<file path="src/rtl/intr_ctrl_pkg.sv">
// Shared definitions for the interrupt controller: register offsets, VEC layout, source limit.
// Used by intr_ctrl, intc_prio_enc and the bus interface users.
package intr_ctrl_pkg;

    localparam int MAX_SRC       = 16;
    localparam int VEC_VALID_BIT = 31;
    localparam int IDX_W         = $clog2(MAX_SRC);

    typedef enum logic [1:0] {
        INTC_PEND = 2'd0,
        INTC_MASK = 2'd1,
        INTC_MODE = 2'd2,
        INTC_VEC  = 2'd3
    } intc_reg_e;

    // VEC word: valid flag in the top bit, winning index in the low nibble (0 when nothing pends).
    function automatic logic [31:0] vec_word(input logic valid, input logic [IDX_W-1:0] idx);
        logic [31:0] w;
        w                = 32'd0;
        w[VEC_VALID_BIT] = valid;
        w[IDX_W-1:0]     = valid ? idx : {IDX_W{1'b0}};
        return w;
    endfunction

endpackage

</file>
<file path="src/rtl/intr_ctrl_if.sv">
// Bridge-side register bus of the interrupt controller (same Addr/WE/Din/Dout shape as the timers).
interface intr_ctrl_if;
    logic [31:2] Addr;
    logic        WE;
    logic [31:0] Din;
    logic [31:0] Dout;

    modport master (output Addr, output WE, output Din, input Dout);
    modport slave  (input Addr, input WE, input Din, output Dout);
endinterface

</file>
<file path="src/rtl/intr_ctrl_prio_enc.sv">
// Lowest-index-wins priority encoder for the masked pending vector (index 0 = highest priority).
module intc_prio_enc
    import intr_ctrl_pkg::*;
#(
    parameter int N_SRC = 6
) (
    input  logic [N_SRC-1:0] req,
    output logic             valid,
    output logic [IDX_W-1:0] idx
);

    // Scan from the top so the lowest set index is the last one written.
    always_comb begin
        valid = 1'b0;
        idx   = {IDX_W{1'b0}};
        for (int i = N_SRC - 1; i >= 0; i--) begin
            valid = valid | req[i];
            idx   = req[i] ? IDX_W'(i) : idx;
        end
    end

endmodule

</file>
<file path="src/rtl/intr_ctrl.sv">
// Interrupt controller: per-source edge/level latching, mask, registered HWInt/IRQ, bridge registers.
// Optional INTC_SYNC_EN adds a 2-flop synchronizer on every src bit ahead of edge/level sampling.
module intr_ctrl
    import intr_ctrl_pkg::*;
#(
    parameter int N_SRC = 6
) (
    input  logic             clk,
    input  logic             reset,
    intr_ctrl_if.slave       bus,
    input  logic [N_SRC-1:0] src,
    output logic [N_SRC-1:0] HWInt,
    output logic             IRQ
);

    localparam int PAD_W = 32 - N_SRC;

    logic [N_SRC-1:0] src_s;
    logic [N_SRC-1:0] src_q, pend_q, mask_q, mode_q, hw_q;
    logic [N_SRC-1:0] pend_d, mask_d, mode_d, hw_d;
    logic             irq_q, irq_d;
    logic [N_SRC-1:0] w1c_s, to_edge_s, edge_set_s;
    logic [N_SRC-1:0] din_s;
    intc_reg_e        reg_sel_s;
    logic             vec_valid_s;
    logic [IDX_W-1:0] vec_idx_s;
    logic [31:0]      dout_s;
    logic             unused_s;

`ifdef INTC_SYNC_EN
    logic [N_SRC-1:0] sync1_q, sync2_q;

    // Two-stage synchronizer for asynchronous device IRQ lines.
    always_ff @(posedge clk or negedge reset) begin
        if (!reset) begin
            sync1_q <= {N_SRC{1'b0}};
            sync2_q <= {N_SRC{1'b0}};
        end else begin
            sync1_q <= src;
            sync2_q <= sync1_q;
        end
    end

    assign src_s = sync2_q;
`else
    assign src_s = src;
`endif

    assign reg_sel_s = intc_reg_e'(bus.Addr[3:2]);
    assign din_s     = bus.Din[N_SRC-1:0];
    assign unused_s  = ^{bus.Addr[31:4], bus.Din};

    // Decode register writes into W1C strobes and new MASK/MODE values.
    always_comb begin
        w1c_s  = {N_SRC{1'b0}};
        mask_d = mask_q;
        mode_d = mode_q;
        if (bus.WE) begin
            case (reg_sel_s)
                INTC_PEND: w1c_s  = din_s;
                INTC_MASK: mask_d = din_s;
                INTC_MODE: mode_d = din_s;
                default:   w1c_s  = {N_SRC{1'b0}};
            endcase
        end else begin
            w1c_s = {N_SRC{1'b0}};
        end
    end

    // Pending update: an edge beats a same-cycle W1C; switching a bit to edge mode restarts it at 0.
    always_comb begin
        edge_set_s = src_s & ~src_q;
        to_edge_s  = mode_d & ~mode_q;
        pend_d     = ~to_edge_s & ((mode_q & (edge_set_s | (pend_q & ~w1c_s))) | (~mode_q & src_s));
        hw_d       = pend_q & mask_q;
        irq_d      = |hw_d;
    end

    // State and output registers.
    always_ff @(posedge clk or negedge reset) begin
        if (!reset) begin
            src_q  <= {N_SRC{1'b0}};
            pend_q <= {N_SRC{1'b0}};
            mask_q <= {N_SRC{1'b0}};
            mode_q <= {N_SRC{1'b0}};
            hw_q   <= {N_SRC{1'b0}};
            irq_q  <= 1'b0;
        end else begin
            src_q  <= src_s;
            pend_q <= pend_d;
            mask_q <= mask_d;
            mode_q <= mode_d;
            hw_q   <= hw_d;
            irq_q  <= irq_d;
        end
    end

    intc_prio_enc #(.N_SRC(N_SRC)) u_prio (
        .req   (pend_q & mask_q),
        .valid (vec_valid_s),
        .idx   (vec_idx_s)
    );

    // Read mux; VEC is live from the current PEND&MASK.
    always_comb begin
        dout_s = 32'd0;
        case (reg_sel_s)
            INTC_PEND: dout_s = {{PAD_W{1'b0}}, pend_q};
            INTC_MASK: dout_s = {{PAD_W{1'b0}}, mask_q};
            INTC_MODE: dout_s = {{PAD_W{1'b0}}, mode_q};
            INTC_VEC:  dout_s = vec_word(vec_valid_s, vec_idx_s);
            default:   dout_s = 32'd0;
        endcase
    end

    assign bus.Dout = dout_s;
    assign HWInt    = hw_q;
    assign IRQ      = irq_q;

endmodule

</file>
<file path="src/flat_wrapper.sv">
// flat-port wrapper written by rule: the top's interface ports become plain ports
module intr_ctrl_flat import intr_ctrl_pkg::*;
#(
    parameter int N_SRC = 6
)
  (clk, reset, src, HWInt, IRQ, bus_Addr, bus_WE, bus_Din, bus_Dout);
  intr_ctrl_if bus_i ();
  input  logic clk;
  input  logic reset;
  input  logic [N_SRC-1:0] src;
  output logic [N_SRC-1:0] HWInt;
  output logic IRQ;
  input wire logic [$bits(bus_i.Addr)-1:0] bus_Addr;
  input wire logic [$bits(bus_i.WE)-1:0] bus_WE;
  input wire logic [$bits(bus_i.Din)-1:0] bus_Din;
  output wire logic [$bits(bus_i.Dout)-1:0] bus_Dout;
  assign bus_i.Addr = bus_Addr;
  assign bus_i.WE = bus_WE;
  assign bus_i.Din = bus_Din;
  assign bus_Dout = bus_i.Dout;
  intr_ctrl #(.N_SRC(N_SRC)) u_core (.clk(clk), .reset(reset), .bus(bus_i), .src(src), .HWInt(HWInt), .IRQ(IRQ));
endmodule
</file>
<file path="config.mk">
export PLATFORM = sky130hd
export DESIGN_NAME = intr_ctrl_flat
export DESIGN_NICKNAME = d
export VERILOG_FILES = /design/src/rtl/intr_ctrl_pkg.sv /design/src/rtl/intr_ctrl_if.sv /design/src/rtl/intr_ctrl_prio_enc.sv /design/src/rtl/intr_ctrl.sv /design/src/flat_wrapper.sv
export SDC_FILE = /design/constraint.sdc
export NUM_CORES = 1
export LEC_CHECK = 0
export CAP_MARGIN = 20
export CORE_MARGIN = 4
export CORE_UTILIZATION = 36
export CTS_BUF_LIST = sky130_fd_sc_hd__clkbuf_8
export CTS_CLUSTER_SIZE = 24
export DETAILED_ROUTE_END_ITERATION = 6
export GPL_TIMING_DRIVEN = 1
export HOLD_SLACK_MARGIN = 0.15
export PLACE_DENSITY = 0.94
export SYNTH_ARGS = -nofsm -noshare
export SYNTH_HDL_FRONTEND = slang
export SYNTH_SLANG_ARGS = --single-unit
export TNS_END_PERCENT = 30
</file>
<file path="constraint.sdc">
create_clock -name clk -period 2.2 [get_ports clk]
set_clock_uncertainty 0.05 [all_clocks]
set_input_delay 0.66 -clock clk [delete_from_list [all_inputs] [get_ports clk]]
set_output_delay 0.66 -clock clk [all_outputs]
set_load 0.005 [all_outputs]
</file>
==> flow_summary.toml <==
[timing]
hold_viol = 0
worst_slack_ns = -0.181
final.period_utilization_pct = 108
timing.fmax_mhz = 420
rsz0062_at_grt = "yes"
min_period_ns = 2.38
setup_viol = 4
slew_violations = 0

[drt]
wl_um = 3510
vias_per_cell = 4.62
routedWlPerCell_um = 13.3
ant_nets = 0
vias = 1216
dr.pass1.iters = 4
drc = 0
drt-initial-drc-count = 105

[synth]
synth_cell_types = 28
mappedNetlistArea_um2 = 1580
yosys.area.top_type = "dfrtp_1"
synth_area_per_cell_um2 = 10.5
syn_inst = 151
ys_seq_area_share_pct = 49.1
synthTopCellsByArea = "dfrtp_1, buf_4, nand2_1"
synth_top_family_by_area = "simple AND/OR/NAND/NOR gates"
synthAdderAreaFrac_pct = 0
ys_ff_latch = 31
netlist.area_leader.share_pct = 49.1
synth-simple-area-share_pct = 17.4
synth-compound-area-share_pct = 9.11
yosysWarnings = 0
synth_xor_area_share_pct = 0
synthMuxAreaShare_pct = 9.67

[worst_setup_path]
critPathRequiredTime_ns = 1.49
critPathMaxStageDelay_ns = 0.40
cp_num_buf_inv = 1
cp_max_fo = 2
cp_top_family = "compound AO/OA/AOI/OAI gates"
cp-end-kind = "primary output"
start_kind = "register"
path_cells = "a22oi_2 > nand4_2 > and3_4 > a221o_1 > buf_2"
worst_ep_arrival_time_ns = 1.67
cp_slowest_cell = "dfrtp_1"
worstSetupPathType = "register to primary output"

[layout]
fillerInstances = 386
design_area_um2 = 2110
layout_commonest_cell = "nand2_1"
drive_gt1_share_pct = 30.0
diodes = 0
fin_util_pct = 51.3
layout.nets = 283
layout_common_cells = "nand2_1, dfrtp_1, conb_1, buf_4, clkdlybuf4s50_1"
area.growth.synth_to_final_pct = 33.8

[grt]
grt_pass1_vias = 1197
gr-total-overflow = 0
grt_antenna_before_repair = 0
grt_max_degree = 32
grt_pass1_wl_um = 5640
grt_util_all_layers_pct = 13.8

[clock_network]
cts_hold_buf = 0
clockRootBuffer = "clkbuf_8"
cts_made_buffers = 5
cts_tree = "built"
clk_path_buf_depth = 2
cts_max_level = 2
cts_sinks = 31
clock_latency_ns = 0.28
clk_pin_slew_worst_paths_ns = 0.06

[hold_path]
min_path_type = "register to register"

[pwr]
pwr-share-comb_pct = 30.3
powerDensity_nw_per_um2 = 765
totalPowerFinal_w = 0.00162
vdd_drop_max_mv = 0.238
power_switching_w = 0.000458
clkPwrFrac_pct = 25.5
p_sw_share_pct = 28.3
power.leakage_nw = 1.03
seq_power_share_pct = 44.2
p_int_w = 0.00116

[floorplan]
die_h_um = 74.2
start_util_pct = 38.4
die_area_um2 = 5510
ios = 110
rows = 23
coreArea_um2 = 4120
die_width_um = 74.2

[status]
status = "complete, but fails checks"
violations = "negative setup slack"

[place]
gp_congestion = 0.907
dp_hpwl_um = 2630
place_area_um2 = 1980
port_buffers = 30

[flow_run]
cap_violations = 0
-- Yosys cell counts (all sizes together) --
master and n:
nand3b 2, nand4 1, clkbuf 2, nor2b 3, and3b 1, a22oi 2
nor2 2, mux4 2, inv 2, o21ai 9, and2b 1, nand2 36
nor3b 1, a221o 1, o211ai 3, a21boi 4, mux2 6, a31oi 1
and3 1, mux2i 4, conb 1, a21oi 1, and2 4, buf 26
nand3 4, dfrtp 31
-- sequential cells by signal, indices dropped and copies added (netlist names) --
register	count
u_core.HWInt	6
u_core.mask_q	6
u_core.mode_q	6
u_core.pend_q	6
u_core.src_q	6
u_core.IRQ	1
-- metrics by stage --
step | TNS [ns] | hold WS (ns) | worst slack, ns | std cells
floorplan | 0 | 0.314 | 0.199 | 175
global placement | -5.41 | 0.442 | -0.781 | 249
detailed placement | -5.97 | 0.466 | -0.838 | 249
CTS | -0.622 | 0.477 | -0.193 | 261
global route | -0.841 | 0.511 | -0.239 | 263
finish | -0.586 | 0.472 | -0.181 | 263
-- power groups by stage --
stage | Combinational [W] | Clock [W] | Sequential [W]
3_3_place_gp | 0.000439 | 0 | 0.000718
6_report | 0.000490 | 0.000412 | 0.000714
5_1_grt | 0.000535 | 0.000464 | 0.000725
2_1_floorplan | 0.000216 | 0 | 0.000722
3_5_place_dp | 0.000457 | 0 | 0.000725
4_1_cts | 0.000472 | 0.000432 | 0.000714
-- layer usage --
layer  up-vias  routed length, µm  track usage, %
met2        44               1790            23.3
met1       586               1360            15.9
met3         4                302            5.27
li1        582                  -               -
met4         0                 51            5.34
met5         -                  0               0
-- area by class of cell --
cell class / count / area (µm²) / share of cell area (%)
multi-input combinational: 114 / 696 / 32.9
inverter: 2 / 7.51 / 0.355
clock inverter: 3 / 12.5 / 0.592
sequential: 31 / 776 / 36.7
tap: 50 / 62.6 / 2.96
timing repair buffer: 58 / 489 / 23.2
clock buffer: 5 / 68.8 / 3.26
-- timing repair --
item,in CTS,in global routing
endpoints found under the setup margin,7,7
gates resized for setup,39,9
pin swaps,6,6
setup buffers,4,2
-- kinds of logic after synthesis --
kind of cell | count (synthesis)
mux | 12
buf+inv | 30
simple gates | 56
flops | 31
compound gates | 21
other cells | 1
-- path summary, 6_finish.rpt --
check                                 start                to  slack [ns]  depth (start not counted)
min in group asynchronous             reset   u_core.HWInt[2]        0.72                          2
setup / recovery           u_core.pend_q[0]       bus_Dout[0]       -0.18                          5
setup reg to reg           u_core.pend_q[0]        u_core.IRQ        0.90                          5
hold reg to reg            u_core.mode_q[2]  u_core.pend_q[2]        0.47                          1
max in group asynchronous             reset  u_core.mode_q[0]        1.09                          2
hold / removal             u_core.mode_q[2]  u_core.pend_q[2]        0.47                          1
Power figures use the tool's default switching activity.
